## src/rtl/button_reader.sv

```systemverilog
// button_reader: synchronises, debounces and encodes four raw push-buttons.
// Each channel has a two-flop synchroniser followed by a saturating-by-compare
// stability counter. Accepted levels generate one-cycle press/release pulses.
// Presses are encoded into a priority index (ch0 highest) with valid/multi flags.
module button_reader #(
    parameter int DEBOUNCE_CYCLES = 250000,
    parameter int CNT_W           = 18
) (
    input  logic       clk,
    input  logic       rst,
    input  logic [3:0] btn_in,
    output logic [3:0] btn_level,
    output logic [3:0] btn_press,
    output logic [3:0] btn_rel,
    output logic [1:0] key_idx,
    output logic       key_valid,
    output logic       key_multi
);

    localparam logic [CNT_W-1:0] CNT_MAX  = CNT_W'(DEBOUNCE_CYCLES - 1);
    localparam logic [CNT_W-1:0] CNT_ZERO = {CNT_W{1'b0}};
    localparam logic [CNT_W-1:0] CNT_ONE  = {{(CNT_W-1){1'b0}}, 1'b1};

    // Lowest-numbered set bit of a press vector; ch0 has top priority.
    function automatic logic [1:0] lowest_idx(input logic [3:0] v);
        logic [1:0] idx;
        if (v[0]) begin
            idx = 2'd0;
        end else if (v[1]) begin
            idx = 2'd1;
        end else if (v[2]) begin
            idx = 2'd2;
        end else if (v[3]) begin
            idx = 2'd3;
        end else begin
            idx = 2'd0;
        end
        return idx;
    endfunction

    // True when two or more bits of the vector are set.
    function automatic logic more_than_one(input logic [3:0] v);
        logic [2:0] ones;
        ones = {2'b00, v[0]} + {2'b00, v[1]} + {2'b00, v[2]} + {2'b00, v[3]};
        return (ones > 3'd1);
    endfunction

    logic [3:0]       sync1_q;
    logic [3:0]       sync2_q;
    logic [CNT_W-1:0] cnt_q [4];
    logic [CNT_W-1:0] cnt_d [4];
    logic [3:0]       level_q;
    logic [3:0]       level_d;
    logic [3:0]       press_q;
    logic [3:0]       press_d;
    logic [3:0]       rel_q;
    logic [3:0]       rel_d;
    logic [1:0]       key_idx_q;
    logic [1:0]       key_idx_d;
    logic             key_valid_q;
    logic             key_valid_d;
    logic             key_multi_q;
    logic             key_multi_d;

    // Per-channel debounce decision, edge pulses and press encoding.
    always_comb begin
        level_d = level_q;
        for (int i = 0; i < 4; i++) begin
            cnt_d[i] = CNT_ZERO;
            if (sync2_q[i] == level_q[i]) begin
                // Input agrees with the accepted level: any bounce restarts here.
                cnt_d[i] = CNT_ZERO;
            end else if (cnt_q[i] == CNT_MAX) begin
                level_d[i] = sync2_q[i];
                cnt_d[i]   = CNT_ZERO;
            end else begin
                cnt_d[i] = cnt_q[i] + CNT_ONE;
            end
        end

        press_d     = level_d & ~level_q;
        rel_d       = ~level_d & level_q;
        key_valid_d = |press_d;
        key_multi_d = more_than_one(press_d);
        if (key_valid_d) begin
            key_idx_d = lowest_idx(press_d);
        end else begin
            key_idx_d = key_idx_q;
        end
    end

    // State registers with synchronous active-low reset.
    always_ff @(posedge clk) begin
        if (!rst) begin
            sync1_q     <= 4'h0;
            sync2_q     <= 4'h0;
            for (int i = 0; i < 4; i++) begin
                cnt_q[i] <= CNT_ZERO;
            end
            level_q     <= 4'h0;
            press_q     <= 4'h0;
            rel_q       <= 4'h0;
            key_idx_q   <= 2'd0;
            key_valid_q <= 1'b0;
            key_multi_q <= 1'b0;
        end else begin
            sync1_q     <= btn_in;
            sync2_q     <= sync1_q;
            for (int i = 0; i < 4; i++) begin
                cnt_q[i] <= cnt_d[i];
            end
            level_q     <= level_d;
            press_q     <= press_d;
            rel_q       <= rel_d;
            key_idx_q   <= key_idx_d;
            key_valid_q <= key_valid_d;
            key_multi_q <= key_multi_d;
        end
    end

    assign btn_level = level_q;
    assign btn_press = press_q;
    assign btn_rel   = rel_q;
    assign key_idx   = key_idx_q;
    assign key_valid = key_valid_q;
    assign key_multi = key_multi_q;

endmodule
```

## config.mk

```make
export PLATFORM = sky130hd
export DESIGN_NAME = button_reader
export DESIGN_NICKNAME = d
export VERILOG_FILES = /design/src/rtl/button_reader.sv
export SDC_FILE = /design/constraint.sdc
export NUM_CORES = 1
export LEC_CHECK = 0
export ABC_CLOCK_PERIOD_IN_PS = 2160
export CAP_MARGIN = 20
export CORE_MARGIN = 2
export CORE_UTILIZATION = 24
export DETAILED_ROUTE_END_ITERATION = 6
export GPL_ROUTABILITY_DRIVEN = 1
export PLACE_DENSITY_LB_ADDON = 0.3
export SLEW_MARGIN = 15
export SYNTH_ARGS = -nofsm -noshare
export SYNTH_HDL_FRONTEND = slang
export SYNTH_SLANG_ARGS = --single-unit
export TNS_END_PERCENT = 5
```

## constraint.sdc

```tcl
create_clock -name clk -period 2.16 [get_ports clk]
set_input_delay 0.432 -clock clk [delete_from_list [all_inputs] [get_ports clk]]
set_output_delay 0.432 -clock clk [all_outputs]
set_load 0.05 [all_outputs]
```

==> results.md <==
- CTS tree: done
- P&R area growth vs syn: 21.3%
- Final hold vios: 0
- FMAX: 485 MHz
- Synth area leaders: dfxtp_1 48%, nor2_1 8.8%, xor2_1 8.5%
- Post-synth EDFFs: 0
- Final period util: 95.4%
- Post-synth top area share: 48.0%
- Clock Sinks: 96
- Root Driver: clkbuf_16
- Clock tree buffer depth: 2
- Htree depth: 3
- Total CTS buffers: 9
- Worst-Margin Slew: 0.509 ns
- Remaining DRCs: 0
- Startpoint Class: register
- GP Congestion: 0.774
- Critical path peak fanout: 5
- CP required: 1.73 ns
- Syn Inst Count: 443
- Via count: 2991
- Pleak: 0.00162 uW
- Total Wirelength: 8070 um
- Rows: 47
- Endpoints failing setup: 0
- Drt first pass iters: 4
- Core area: 0.0165 mm^2
- Vias in the first global route: 2984
- Cell taking the most area after synthesis: dfxtp_1
- CP Data Arrival Time: 1.63 ns
- Sequential area share after synthesis: 48.0%
- Setup crit end kind: primary output
- Count of different cell masters after synthesis: 37
- Initial drt markers: 124
- Worst hold path class: register to register
- #FFs+latches synth: 96
- Total power: 3400 uW
- Largest net degree at the start of global routing: 20
- Fin nets: 487
- Setup Crit Path Kind: register to primary output
- Syn_area_per_cell: 9.04 um^2
- Die W: 133 um
- Routed Antenna Nets: 0
- Syn_nets: 454
- Overall global routing resource usage: 9.78%
- First-pass GRT wire length: 13800 um
- Clk slew on worst S/H paths: 0.06 ns
- Crit path buf inv count: 1
- Top_reg_cell synth: dfxtp_1
- Fillers: 1767
- Die ar.: 0.0177 mm^2
- I/O pins: 22
- Clock Skews: 0.00889 ns
- CP delay by family, top: buffers and inverters
- Clk_lat worst skew: 0.34 ns
- Initial antenna violation count: 0
- CP max stage cell: clkdlybuf4s50_1
- Pwr dens: 700 mW/mm^2
- Starting Density: 24.3%
- Fin util: 29.5%
- Detailed Place HPWL: 5760 um
- Avg WL per Cell: 11.5 um
- Max VDD drop: 383 uV
- Critical Path, Cell by Cell: clkdlybuf4s50_1
- Die Y: 133 um
- Max-cap viol count: 0
- Diode count: 0
- Post-synthesis cell area: 0.00400 mm^2
- Max-slew violations: 0
- Slowest stage delay, CP: 0.85 ns
- Status: finished clean
- Relative slew slack: 66.0%
- Post-synth ARST share: 0%
- Post-synth top cells: 96 x dfxtp_1, 94 x nor2_1, 39 x xor2_1
- Overflow after GRT: 0
- Share of cells above drive strength 1: 7.92%
- Post-DR vias/cell: 4.27
- Buffers on Ports: 21
- Warnings, synthesis: 0
- Count leader, synth: dfxtp_1
- Period minus WS final: 2.06 ns
[final timing paths]
check                           slack [ns]  cells past startpoint      endpoint          from
worst min register to register        0.43                      1   cnt_q[0][0]   cnt_q[0][0]
worst min-delay path                  0.43                      1   cnt_q[0][0]   cnt_q[0][0]
worst max-delay path                   0.1                      1  btn_level[0]  btn_level[0]
worst max register to register        0.16                      8     key_multi   cnt_q[0][1]
[metal layers]
| layer | vias to the layer above | GRT usage, % | part of all wire (%) |
|---|---|---|---|
| li1 | 1554 | - | - |
| met1 | 1398 | 12.1 | 49 |
| met2 | 32 | 15.6 | 45 |
| met3 | 7 | 3.77 | 3.9 |
| met4 | 0 | 3.37 | 1.7 |
| met5 | - | 0 | 0 |
[what timing repair did]
item	4_1_cts	5_1_grt
hold endpoints to repair	0	0
gates resized for setup	0	11
endpoints found under the setup margin	0	1
hold buffers	0	0
buffers inserted	0	1
[layout by cell type, fill, tap and decap left out, types with 2 or more instances in the layout]
| cell type | netlist | routed |
|---|---|---|
| mux2i_1 | 2 | 2 |
| clkbuf_1 | 8 | 2 |
| dfxtp_1 | 96 | 94 |
| nand4_1 | 19 | 19 |
| nor2b_1 | 5 | 5 |
| and2_1 | 11 | 11 |
| ha_1 | 5 | 4 |
| nand2_1 | 27 | 27 |
| o21ai_0 | 2 | 2 |
| clkdlybuf4s50_1 | 0 | 20 |
| xor2_1 | 39 | 39 |
| a21boi_0 | 3 | 3 |
| and3_1 | 15 | 14 |
| inv_1 | 11 | 11 |
| buf_4 | 0 | 12 |
| clkbuf_16 | 0 | 9 |
| and4_1 | 7 | 7 |
| dfxtp_2 | 0 | 2 |
| nor4_2 | 0 | 2 |
| nor4_1 | 5 | 3 |
| nor3_1 | 14 | 14 |
| and4b_1 | 3 | 3 |
| xnor2_1 | 30 | 30 |
| nand3_1 | 27 | 27 |
| nor2_1 | 94 | 94 |
| nand3b_1 | 2 | 2 |
[cells by family (layout without fill, tap and decap cells)]
group / after synthesis / count (layout) / share of synthesized area [%]
fa+ha+maj: 5 / 5 / 1.56
simple gates: 240 / 240 / 30.8
buf+inv: 21 / 58 / 2.28
compound gates: 10 / 10 / 1.72
mux: 2 / 2 / 0.500
xor+xnor: 69 / 69 / 15.1
flops: 96 / 96 / 48.0
[layout make-up]
class                   count  area, um^2  share of cell area [%]
clock inverters             3        42.5                   0.876
repair buffers             32         290                    5.97
well taps                 220         275                    5.67
flip-flops and latches     96        1920                    39.6
clock buffers              12         246                    5.07
inverters                  11        41.3                   0.850
multi-input cells         326        2040                    42.0
[report_power, final]
part           internal, uW  switching (uW)
Sequential             1780            6.21
Clock                   921             649
Combinational          21.8            24.9
[flip-flops by register name, indices dropped and copies added (netlist names)]
name	count
btn_rel	4
key_idx	2
btn_press	4
btn_level	4
key_valid	1
sync2_q	4
key_multi	1
cnt_q	72
sync1_q	4
[metrics by stage]
step	TNS [ns]	cells	hold slack [ns]	area, um^2	setup slack [ns]
2_1_floorplan	0	443	0.412	4000	0.0694
3_3_place_gp	0	684	0.421	4510	0.128
3_5_place_dp	0	684	0.425	4510	0.0687
4_1_cts	0	699	0.445	4800	0.0442
5_1_grt	-0.00665	700	0.444	4860	-0.00665
6_report	0	700	0.427	4860	0.0997
Power figures use the tool's default switching activity.
